### src/rtl/dmem_access_unit.sv
// Load/store sequencer between MEM stage and dataMemory.
// Ports: req_* valid/ready request in, resp_* completion out, mem_* memory port.
module dmem_access_unit #(
  parameter int WORD_SIZE = 32,
  parameter int MEM_LAT   = 1
) (
  input  logic                 clk,
  input  logic                 rst,
  input  logic                 req_valid,
  output logic                 req_ready,
  input  logic                 req_we,
  input  logic                 req_byte,
  input  logic                 req_signed,
  input  logic [WORD_SIZE-1:0] req_addr,
  input  logic [WORD_SIZE-1:0] req_wdata,
  output logic                 resp_valid,
  output logic [WORD_SIZE-1:0] resp_rdata,
  output logic                 resp_err,
  output logic                 mem_WE,
  output logic [WORD_SIZE-1:0] mem_A,
  output logic [WORD_SIZE-1:0] mem_WD,
  input  logic [WORD_SIZE-1:0] mem_RD
);

  typedef enum logic [1:0] {
    IDLE,
    READ,
    WRITE,
    RESP
  } state_t;

  state_t state, nxt;

  logic [3:0]           cnt;
  logic                 we_q;
  logic                 byte_q;
  logic                 sgn_q;
  logic [1:0]           lane_q;
  logic [WORD_SIZE-1:0] a_q;
  logic [WORD_SIZE-1:0] wd_q;
  logic [WORD_SIZE-1:0] rd_q;
  logic                 err_q;

  logic                 mis;
  logic                 last;
  logic                 accept;
  logic [7:0]           lb;
  logic [WORD_SIZE-1:0] merged;
  logic [WORD_SIZE-1:0] loaded;

  assign mis    = !req_byte && (req_addr[1:0] != 2'b00);
  assign last   = (cnt == 4'(MEM_LAT - 1));
  assign accept = req_valid && req_ready;

  always_ff @(posedge clk or posedge rst) begin
    if (rst) state <= IDLE;
    else     state <= nxt;
  end

  always_comb begin
    nxt        = state;
    req_ready  = 1'b0;
    resp_valid = 1'b0;
    resp_rdata = '0;
    resp_err   = 1'b0;
    mem_WE     = 1'b0;
    mem_A      = '0;
    mem_WD     = '0;
    unique case (state)
      IDLE: begin
        req_ready = !rst;
        if (req_valid && !rst) begin
          if (mis)                    nxt = RESP;
          else if (req_we && !req_byte) nxt = WRITE;
          else                        nxt = READ;
        end
      end
      READ: begin
        mem_A = a_q;
        if (last) nxt = we_q ? WRITE : RESP;
      end
      WRITE: begin
        mem_WE = 1'b1;
        mem_A  = a_q;
        mem_WD = wd_q;
        nxt    = RESP;
      end
      RESP: begin
        resp_valid = 1'b1;
        resp_rdata = rd_q;
        resp_err   = err_q;
        nxt        = IDLE;
      end
      default: nxt = IDLE;
    endcase
  end

  // Lane byte of the returned word, and that word with the store byte spliced in.
  always_comb begin
    lb     = mem_RD[7:0];
    merged = mem_RD;
    unique case (1'b1)
      lane_q == 2'd0: begin
        lb           = mem_RD[7:0];
        merged[7:0]  = wd_q[7:0];
      end
      lane_q == 2'd1: begin
        lb           = mem_RD[15:8];
        merged[15:8] = wd_q[7:0];
      end
      lane_q == 2'd2: begin
        lb            = mem_RD[23:16];
        merged[23:16] = wd_q[7:0];
      end
      lane_q == 2'd3: begin
        lb            = mem_RD[31:24];
        merged[31:24] = wd_q[7:0];
      end
      default: ;
    endcase
  end

  assign loaded = byte_q
    ? {{(WORD_SIZE-8){sgn_q & lb[7]}}, lb}
    : mem_RD;

  always_ff @(posedge clk or posedge rst) begin
    if (rst) begin
      cnt    <= '0;
      we_q   <= 1'b0;
      byte_q <= 1'b0;
      sgn_q  <= 1'b0;
      lane_q <= '0;
      a_q    <= '0;
      wd_q   <= '0;
      rd_q   <= '0;
      err_q  <= 1'b0;
    end else if (accept) begin
      cnt    <= '0;
      we_q   <= req_we;
      byte_q <= req_byte;
      sgn_q  <= req_signed;
      lane_q <= req_addr[1:0];
      a_q    <= req_addr >> 2;
      wd_q   <= req_wdata;
      rd_q   <= '0;
      err_q  <= mis;
    end else if (state == READ) begin
      if (last) begin
        cnt <= '0;
        if (we_q) wd_q <= merged;
        else      rd_q <= loaded;
      end else begin
        cnt <= cnt + 4'd1;
      end
    end
  end

endmodule

### config.mk
export PLATFORM = sky130hd
export DESIGN_NAME = dmem_access_unit
export DESIGN_NICKNAME = d
export VERILOG_FILES = /design/src/rtl/dmem_access_unit.sv
export SDC_FILE = /design/constraint.sdc
export NUM_CORES = 1
export LEC_CHECK = 0
export BUFFER_PORTS_ARGS = -buffer_cell sky130_fd_sc_hd__buf_2
export CORE_MARGIN = 2
export CORE_UTILIZATION = 51
export DETAILED_ROUTE_END_ITERATION = 10
export PLACE_DENSITY_LB_ADDON = 0.1
export SLEW_MARGIN = 20
export SYNTH_ARGS = -nofsm -noshare
export SYNTH_HDL_FRONTEND = slang
export SYNTH_SLANG_ARGS = --single-unit
### constraint.sdc
create_clock -name clk -period 4.7 [get_ports clk]
set_input_delay 0.94 -clock clk [delete_from_list [all_inputs] [get_ports clk]]
set_output_delay 0.94 -clock clk [all_outputs]
set_load 0.01 [all_outputs]
---- After elaboration in Yosys (flattened, before gate mapping) ----
Index checks and enable logic that the tools add are counted.
word-level totals
  bits in registers ....................... 106
  output and inout port bits .............. 100
cells by class
  add/subtract/negate cells ............... 1
  eq/ne operators ......................... 10
  multiplexer cells ....................... 30
  bitwise operators ....................... 1
  reductions and logical operators ........ 18
operators by type and width
  kind                 count
  $mux 32              11
  $mux 8               4
  $mux 30              1
  $pmux 8 s3           1
  $mux 4               3
  $eq 2x2->1 const B   4
  $mux 2               4
  $pmux 2 s4           1
  $reduce_bool 2->1    4
  $ne 2x2->1 const B   3
  $reduce_and 3->1     2
  $mux 1               5
  $add 4x1->4 const B  1
  $eq 2x1->1 const B   2
  $logic_and 1x1->1    4
  $logic_not 2->1      2
  $logic_not 4->1      1
  $reduce_and 4->1     1
  $logic_not 1->1      2
  $ne 2x1->1 const B   1
  $reduce_and 2->1     1
  $reduce_or 2->1      1
  $and 1x1->1          1

---- Depth between registers and ports, before layout ----
Gate-level depths: netlist (run 1).
  depth in word-level cells ............... 8
  depth in mapped cells ................... 9
  depth with buffers taken out ............ 6

---- Worst setup path after synthesis (run 1) ----
Ideal clock, no wire load.
  path type ............................... input to register
  from .................................... input rst
  to ...................................... register state[0]
  library setup time ...................... 0.125 ns
  arrival ................................. 3.894 ns
  data required time ...................... 4.575 ns
  setup slack ............................. 0.682 ns
  cell stages on the path ................. 4
  path buffers ............................ 0
  cells stage by stage .................... inv_1 nand2_1 a21oi_1 mux2_2
on the way
  cells in the longest elaborated chain, start to end .. 4
RTL lines
  element                     RTL line  source
  start: declaration          8         input logic rst,
  $logic_not 1->1 (no line)   n/a
  $logic_and 1x1->1           72        if (req_valid && !rst) begin
  $ne 2x2->1 (no line)        n/a
  $reduce_and 2->1 (no line)  n/a
  end signal: assignment      57        else state <= nxt;
  end: declaration            32        state_t state, nxt;
Every way passes these cells.
A chain may end at the register's enable or synchronous reset.

---- Worst setup path after layout (run 1) ----
  from .................................... register state[0]
  to ...................................... output mem_WD[23]
on the way
  cells in the longest elaborated chain, start to end .. 2
RTL lines
  element           RTL line  source
  $eq 2x2->1        69        unique case (state)
  $mux 32           69
  end: declaration  21        output logic [WORD_SIZE-1:0] mem_WD,
Every way passes these cells.

==> results.ini, run 1 <==
[timing]
finalMaxSlewViolations=0
fin_setup_tns_ps=0
fin_skew_ps=6.606
worst_pin_slew_ps=997.3
period_minus_slack_ps=3026
min_period_over_period_pct=64.39
hold_violations=0
setup_viol=0
rsz0062_at_grt=false
slew_headroom_pct=33.44
fmax_mhz=330.5

[route]
first_pass_iters=4
drt-total-wl_um=16490
drt-initial-drc-count=337
vias=5126
drt-wirelength-per-cell_um=17.12
drcViolationCount=0
vias_per_cell=5.323
antenna_left=0

[cells_and_area]
drive_above_1_share_pct=33.09
area_growth_pct=20.56
multiInputGateArea_um2=3157
final_nets=920
final-seq-area_um2=2653
fillers=1013
fin_area_um2=7352

[clock_tree]
cts_resized=0
clk_latency_ps=350
hold_buffers=0
cts.sinks=106
htreeDepth=3
clk_path_buf_depth=2
postCtsSetupBuffers=0
root_buffer=clkbuf_16
cts_tree=yes
clk_pin_slew_worst_paths_ps=60
cts_made_buffers=9

[run_status]
outcome=finished, final reports clean

[floorplanning]
num_rows=39
die_w_um=113.4
ioPinCount=202
initial_core_util_pct=52.73
fp.dieH_um=113.4
fp.dieArea_um2=12850
design.core.area_um2=11560

[yosys]
yosysTopAreaCell=dfrtp_1
synth-seq-area-share_pct=43.50
yosysMostFrequentCell=nand2_1
synth_cell_types=39
ys.flop_type=dfrtp_1
synth_common_cells=143 x nand2_1, 106 x dfrtp_1, 98 x and2_1
async_flop_share_pct=100.0
synth_edf_count=0
synth_top_area_share_pct=43.50
synthTopCellsByArea=dfrtp_1 43%, and2_1 10%, nand2_1 8.8%
netlist_instances=651
syn_area_per_cell_um2=9.368
ys_ff_latch=106
yosys_warnings=0
synthesis.area_um2=6098

[job]
maxCapViolations=0

[worst_setup_path]
cp-end-kind=primary output
reg2reg_slack_ps=2140
arrival_ps=2090
crit_type=register to primary output
critPathMaxFanout=34
worstSetupStartpointType=register
cp.required_ps=3760

[power_and_ir_drop]
leakage_nw=4.012
p_per_area_nw_per_um2=606.1
ir_worst_vdd_mv=0.2985

[global_route]
grt_max_degree=68
grt_pass1_vias=5236
grt-ovfl-total=0
grt.total_usage_pct=26.44
grt_antenna_before_repair=4
grt_pass1_wl_um=26570

[placed_design]
numPortBuffers=199
globalplace.congestion=0.8529
hpwl_um=12110
dpl_cell_area_um2=7038

[worst_hold_path]
hold_class=register to register

layout make-up:
| cell class | instances | share of cell area (%) |
|---|---|---|
| Tap cell | 143 | 2.434 |
| Multi-Input combinational cell | 483 | 42.94 |
| Clock buffer | 14 | 3.591 |
| Clock inverter | 2 | 0.4765 |
| Timing Repair Buffer | 202 | 13.85 |
| Sequential cell | 106 | 36.08 |
| Antenna cell | 4 | 0.1361 |
| Inverter | 9 | 0.4935 |
routing by layer:
layer	wire length (um)	track usage, %
met1	7010	33.78
met2	7888	43.11
met3	1196	6.963
met4	391	10.41
met5	0	0
cells by family (layout without fill, tap and decap cells):
kind of cell               Yosys count  in the layout  share of synthesized area [%]
and+or+nand+nor                    290            290                          23.49
AOI/OAI and AO/OA                  116            116                          14.69
DFF                                106            106                          43.50
muxes                               67             67                          11.72
buffers and inverters               63            227                          4.965
adders and majority gates            7              7                          1.436
other                                1              6                        0.06149
xor gates and xnor gates             1              1                         0.1436
worst max-delay path, stage by stage, from the launching register on:
cell and delay, ps:
dfrtp_1 410, inv_1 110, ha_1 800, and2_1 260, buf_2 140
per-stage QoR:
stage	hold slack, ps	power, mW	setup WS [ps]	util [%]	instances
detailed placement	454.6	3.713	1899	60.86	943
CTS	471.0	4.489	1643	63.44	959
floorplan	437.4	3.075	681.6	-	652
global route	487.3	4.803	1546	63.55	962
finish	468.6	4.456	1674	63.57	963
global placement	450.0	3.629	1966	60.86	943
cell usage in the layout, fill, tap and decap left out, types with 7 or more instances in the layout:
cell	netlist	layout
a21oi_1	37	37
a2bb2oi_1	7	7
o21ai_0	29	29
o21ai_1	7	7
o211ai_1	7	7
buf_2	13	199
ha_1	7	7
nand2b_1	9	9
nand3_1	24	24
nand2_1	143	142
dfrtp_1	106	106
o41ai_2	20	20
clkbuf_16	0	9
mux2_2	25	25
inv_1	9	8
mux2i_1	41	41
and2_1	98	97
power by group:
part,total (mW),switching (mW),internal [mW]
Sequential,1.62,0.294,1.32
Combinational,2.08,1.19,0.884
Clock,0.762,0.320,0.442
Total,4.46,1.81,2.65
flip-flops by register name, summed over array words and instances, names as in the netlist, 2 cells and up:
| name | cells |
|---|---|
| lane_q | 2 |
| state | 2 |
| rd_q | 32 |
| cnt | 4 |
| wd_q | 32 |
| a_q | 30 |
final timing paths:
| path | end | start | depth (start not counted) |
|---|---|---|---|
| setup reg to reg | rd_q[29] | state[1] | 6 |
| hold reg to reg | a_q[29] | a_q[29] | 2 |
| hold / removal | a_q[29] | a_q[29] | 2 |
| setup / recovery | mem_WD[23] | state[0] | 4 |
| min in group asynchronous | cnt[0] | rst | 2 |
| max in group asynchronous | a_q[29] | rst | 3 |
Note: power is estimated with default switching activity, not from simulation.
==> run 2, diff against run 1 <==
==> constraint.sdc (replaced) <==
create_clock -name clk -period 3 [get_ports clk]
set_input_delay 0.6 -clock clk [delete_from_list [all_inputs] [get_ports clk]]
set_output_delay 0.6 -clock clk [all_outputs]
set_load 0.01 [all_outputs]
==> run 2 against run 1 <==
Effect of this change: power is 59% higher; register-to-register slack worse by 1400 ps; cell count is 0.21% higher; sequential cell count stayed put; clock-buffer cell count stayed put; clock skew is 0.94 ps higher; critical path depth stayed put; global-route usage is 0.41 points higher; critical path type unchanged; critical endpoint is now mem_A[15]; largest power group unchanged.
==> results.ini, run 2 (synthesis results as in run 1) <==
[worst_setup_path]
arrival_ps=1980  ; was 2090 ps
cp-end-kind=primary output  ; unchanged
crit_type=register to primary output  ; unchanged
crit_chain=inv_1 -> ha_1 -> and2_1 -> buf_2  ; unchanged
critPathSlowestCell=ha_1  ; unchanged
reg2reg_slack_ps=750  ; was 2140 ps
cp_slowest_stage_delay_ps=770  ; was 800 ps
cp.required_ps=2400  ; was 3760 ps
worstSetupStartpointType=register  ; unchanged
r2r-end=wd_q[21]  ; was rd_q[29]
critPathMaxFanout=31  ; was 34
r2r-start=state[1]  ; unchanged
r2r_cells=6  ; unchanged

[timing]
fin_setup_tns_ps=0  ; unchanged
fmax_mhz=386.9
worst_pin_slew_ps=855.0  ; was 997.3 ps
min_period_over_period_pct=86.15
worst_hold_slack_ps=434.6  ; was 468.6 ps
finalMaxSlewViolations=0  ; unchanged
hold_violations=0  ; unchanged
rsz0062_at_grt=false  ; unchanged
setup_viol=0  ; unchanged
setup_slack_ps=415.5  ; was 1674 ps
period_minus_slack_ps=2585
fin_skew_ps=7.546  ; was 6.606 ps
slew_headroom_pct=43.00  ; was 33.44%

[floorplanning]
design.core.area_um2=11560  ; unchanged
num_rows=39  ; unchanged
initial_core_util_pct=52.73  ; unchanged
ioPinCount=202  ; unchanged
fp.dieH_um=113.4  ; unchanged
die_w_um=113.4  ; unchanged
fp.dieArea_um2=12850  ; unchanged

[power_and_ir_drop]
leakage_nw=4.035  ; was 4.012 nW
ir_worst_vdd_mv=0.5707  ; was 0.2985 mV
p_per_area_nw_per_um2=952.7  ; was 606.1 nW/um^2
power.total_mw=7.065  ; was 4.456 mW

[clock_tree]
clk_pin_slew_worst_paths_ps=70  ; was 60 ps
cts_tree=yes  ; unchanged
postCtsSetupBuffers=0  ; unchanged
cts_resized=0  ; unchanged
htreeDepth=3  ; unchanged
root_buffer=clkbuf_16  ; unchanged
cts.sinks=106  ; unchanged
cts_made_buffers=9  ; unchanged
clk_latency_ps=350  ; about the same
hold_buffers=0  ; unchanged
clk_path_buf_depth=2  ; unchanged

[placed_design]
numPortBuffers=199  ; unchanged
placed_cells=948  ; was 943
post-place-ws_ps=754.4  ; was 1899 ps
hpwl_um=12190  ; was 12,110 um
dpl_cell_area_um2=7114  ; was 7038 um^2
globalplace.congestion=0.8572  ; was 0.8529

[global_route]
grt-ovfl-total=0  ; unchanged
grt_pass1_wl_um=27130  ; was 26,570 um
grt_pass1_vias=5224  ; was 5,236
grt_max_degree=107  ; was 68
grt_antenna_before_repair=2  ; was 4
grt.total_usage_pct=26.85  ; was 26.44%

[cells_and_area]
multiInputGateArea_um2=3152  ; was 3157 um^2
fin_area_um2=7416  ; was 7352 um^2
reg_top3=rd_q (32), wd_q (32), a_q (30)  ; unchanged
final_nets=925  ; was 920
drive_above_1_share_pct=33.50  ; was 33.09%
mostFrequentLayoutCell=buf_2  ; unchanged
fin_util_pct=64.12  ; was 63.57%
area_growth_pct=21.60  ; was 20.56%
fillers=1035  ; was 1,013
final-seq-area_um2=2653  ; unchanged
fin_cells=965  ; was 963
mostFrequentLayoutCells=199 x buf_2, 142 x nand2_1, 106 x dfrtp_1  ; unchanged

[worst_hold_path]
hold_path_depth=3  ; was 2
hold_end=a_q[15]  ; was a_q[29]
hp-start=req_addr[17]  ; was a_q[29]
hold_class=input pin to register  ; was register to register

[route]
first_pass_iters=5  ; was 4
drt-total-wl_um=16830  ; was 16,490 um
antenna_left=0  ; unchanged
drcViolationCount=0  ; unchanged
drt-initial-drc-count=338  ; was 337
drt-wirelength-per-cell_um=17.44  ; was 17.12 um
vias_per_cell=5.480  ; was 5.323
vias=5288  ; was 5,126

[job]
maxCapViolations=0  ; unchanged

[run_status]
outcome=finished, final reports clean  ; unchanged

run 2: area by class of cell:
type / instances / area share (%)
Clock inverter: 2 / 0.4724
Timing Repair Buffer: 207 / 14.75
Inverter: 9 / 0.5062
Multi-Input combinational cell: 483 / 42.50
Antenna cell: 1 / 0.03374
Clock buffer: 14 / 3.560
Tap cell: 143 / 2.413
Sequential cell: 106 / 35.77
run 2: worst max-delay path by stage:
stage / from / to / cells past startpoint
after floorplan: rst / state[0] / 4
after global placement: state[0] / mem_A[22] / 4
after detailed placement: state[0] / mem_A[22] / 4
after CTS: state[0] / mem_A[22] / 4
after global routing: state[0] / mem_A[9] / 4
final: state[0] / mem_A[15] / 4
run 2: power by group:
| part | leakage [nW] | internal (mW) | total [mW] | switching (mW) |
|---|---|---|---|---|
| registers | 1.35 | 2.07 | 2.51 | 0.439 |
| clock network | 0.147 | 0.693 | 1.21 | 0.519 |
| logic | 2.54 | 1.42 | 3.34 | 1.92 |
run 2: critical path: cells and delay by family (launching register included):
| kind | cells | cell delay, ps |
|---|---|---|
| and+or+nand+nor | 1 | 230 |
| DFF | 1 | 400 |
| buffers and inverters | 2 | 220 |
| adders and majority gates | 1 | 770 |
run 2: per-layer routing:
metal	global-route usage [%]	share of wire, %
met4	9.350	2.4
met2	42.67	47
met1	36.20	42
met5	0	0.077
met3	6.481	7.8
==> run 3, diff against run 2 <==
--- a/config.mk
+++ b/config.mk
@@ -10,6 +10,7 @@
 export CORE_UTILIZATION = 51
 export DETAILED_ROUTE_END_ITERATION = 10
 export PLACE_DENSITY_LB_ADDON = 0.1
+export REMOVE_ABC_BUFFERS = 1
 export SLEW_MARGIN = 20
 export SYNTH_ARGS = -nofsm -noshare
 export SYNTH_HDL_FRONTEND = slang
==> run 3 against run 2 <==
Effect of this change: clock-buffer cell count shrank 1; first-iteration DRC count shrank 7.4%; register-to-register slack gained 30 ps; largest cell class unchanged; clock skew shrank 0.78 ps; clock power shrank 8%; critical path type unchanged; sequential cell count is the same.
==> results.ini, run 3 (synthesis results as in run 1) <==
[timing]
min_period_over_period_pct=86.06  ; was 86.15%
hold_violations=0  ; unchanged
period_minus_slack_ps=2582  ; was 2585 ps
setup_viol=0  ; unchanged
worst_pin_slew_ps=949.4  ; was 855.0 ps
worst_hold_slack_ps=257.2  ; was 434.6 ps
rsz0062_at_grt=false  ; unchanged
fin_skew_ps=6.765  ; was 7.546 ps
slew_headroom_pct=36.70  ; was 43.00%
finalMaxSlewViolations=0  ; unchanged
fmax_mhz=387.3  ; was 386.9 MHz

[floorplanning]
initial_core_util_pct=52.73  ; unchanged
fp.dieH_um=113.4  ; unchanged
ioPinCount=202  ; unchanged
fp.dieArea_um2=12850  ; unchanged
die_w_um=113.4  ; unchanged
num_rows=39  ; unchanged
design.core.area_um2=11560  ; unchanged

[worst_setup_path]
critPathSlowestCell=ha_1  ; unchanged
worstSetupStartpointType=register  ; unchanged
arrival_ps=1980  ; about the same
cp.required_ps=2400  ; about the same
crit_chain=inv_1 -> ha_1 -> and2_1 -> buf_2  ; unchanged
critPathMaxFanout=31  ; unchanged
crit_type=register to primary output  ; unchanged
cp_slowest_stage_delay_ps=770  ; about the same
cp-end-kind=primary output  ; unchanged

[global_route]
grt_antenna_before_repair=0  ; was 2
grt_pass1_wl_um=26940  ; was 27,130 um
grt-ovfl-total=0  ; unchanged
grt.total_usage_pct=26.45  ; was 26.85%
grt_pass1_vias=5312  ; was 5,224
grt_max_degree=56  ; was 107

[clock_tree]
postCtsSetupBuffers=0  ; unchanged
cts_resized=0  ; unchanged
clk_path_buf_depth=2  ; unchanged
clk_pin_slew_worst_paths_ps=70  ; about the same
root_buffer=clkbuf_16  ; unchanged
cts.sinks=106  ; unchanged
hold_buffers=0  ; unchanged
clk_latency_ps=350  ; about the same
htreeDepth=3  ; unchanged
cts_made_buffers=9  ; unchanged
cts_tree=yes  ; unchanged

[placed_design]
numPortBuffers=199  ; unchanged
hpwl_um=11290  ; was 12,190 um
globalplace.congestion=0.7751  ; was 0.8572
placed_cells=952  ; was 948
dpl_cell_area_um2=7118  ; was 7114 um^2

[cells_and_area]
final-seq-area_um2=2653  ; unchanged
fin_area_um2=7383  ; was 7416 um^2
fillers=1032  ; was 1,035
mostFrequentLayoutCells=199 x buf_2, 142 x nand2_1, 106 x dfrtp_1  ; unchanged
multiInputGateArea_um2=3152  ; unchanged
drive_above_1_share_pct=33.82  ; was 33.50%
area_growth_pct=21.07  ; was 21.60%
final_nets=929  ; was 925
antenna_cells=0  ; was 1
mostFrequentLayoutCell=buf_2  ; unchanged
fin_cells=968  ; was 965
reg_top3=rd_q (32), wd_q (32), a_q (30)  ; unchanged

[power_and_ir_drop]
leakage_nw=4.038  ; was 4.035 nW
p_per_area_nw_per_um2=947.7  ; was 952.7 nW/um^2
ir_worst_vdd_mv=0.4792  ; was 0.5707 mV

[route]
first_pass_iters=4  ; was 5
met1Wirelength_um=7256  ; was 7135 um
drt-initial-drc-count=313  ; was 338
drt-total-wl_um=16680  ; was 16,830 um
wl_met2_um=8082  ; was 7957 um
top_layer=met4  ; was met5
dr_wl_met3_um=1079  ; was 1321 um
drcViolationCount=0  ; unchanged
antenna_left=0  ; unchanged
drt-wirelength-per-cell_um=17.23  ; was 17.44 um
vias=5293  ; was 5,288
vias_per_cell=5.468  ; was 5.480

[run_status]
outcome=finished, final reports clean  ; unchanged

[worst_hold_path]
hold_class=input pin to async pin  ; was input pin to register

[job]
maxCapViolations=0  ; unchanged

## run 3: changes by cell type in the layout (fill, tap and decap cells not counted)
cell / previous run / this run
o21ai_0: 29 / 28
bufinv_16: 1 / 0
clkinv_2: 1 / 3
clkbuf_8: 2 / 1
inv_4: 0 / 1
buf_12: 3 / 1
diode_2: 1 / 0
o21ai_1: 7 / 8
clkinvlp_4: 1 / 0
buf_4: 5 / 11
## run 3: final cells by class
type / count / area share (%)
Multi-Input combinational cell: 483 / 42.69
Sequential cell: 106 / 35.93
Timing Repair Buffer: 211 / 14.88
Clock buffer: 13 / 3.389
Tap cell: 143 / 2.423
Inverter: 9 / 0.4914
Clock inverter: 3 / 0.2034
## run 3: path summary, 6_finish.rpt
kind / end / cells past startpoint / slack (ps) / startpoint
setup reg to reg: wd_q[27] / 6 / 780 / state[1]
setup / recovery: mem_A[26] / 4 / 420 / state[0]
hold / removal: a_q[27] / 2 / 260 / rst
max in group asynchronous: rd_q[20] / 3 / 1790 / rst
hold reg to reg: a_q[11] / 2 / 460 / a_q[11]
min in group clk: a_q[24] / 3 / 430 / req_addr[26]
## run 3: stage by stage
step / total power, mW / utilization, % / setup TNS, ps / worst slack (ps)
floorplan: 4.671 / - / -130330 / -978.9
global placement: 5.795 / 61.55 / 0 / 799.7
detailed placement: 5.917 / 61.55 / 0 / 742.8
CTS: 7.053 / 63.84 / 0 / 372.5
global route: 7.522 / 63.84 / 0 / 261.3
finish: 6.997 / 63.84 / 0 / 418.2
## run 3: worst max-delay path: cells and delay by family (launching register included)
kind,cells,cell delay (ps)
adder cells (fa/ha/maj),1,770
flip-flops,1,390
AND/OR/NAND/NOR,1,240
buffers and inverters,2,220
## run 3: power breakdown
part | switching [mW] | total, mW | internal (mW)
Sequential | 0.395 | 2.47 | 2.07
Clock | 0.522 | 1.11 | 0.583
Combinational | 1.99 | 3.42 | 1.44
Total | 2.90 | 7.00 | 4.09
## run 3: per-layer routing
layer	vias to the layer above	GRT usage, %
met4	0	7.642
li1	2533	-
met5	-	0
met1	2553	36.73
met3	23	5.838
met2	184	41.92
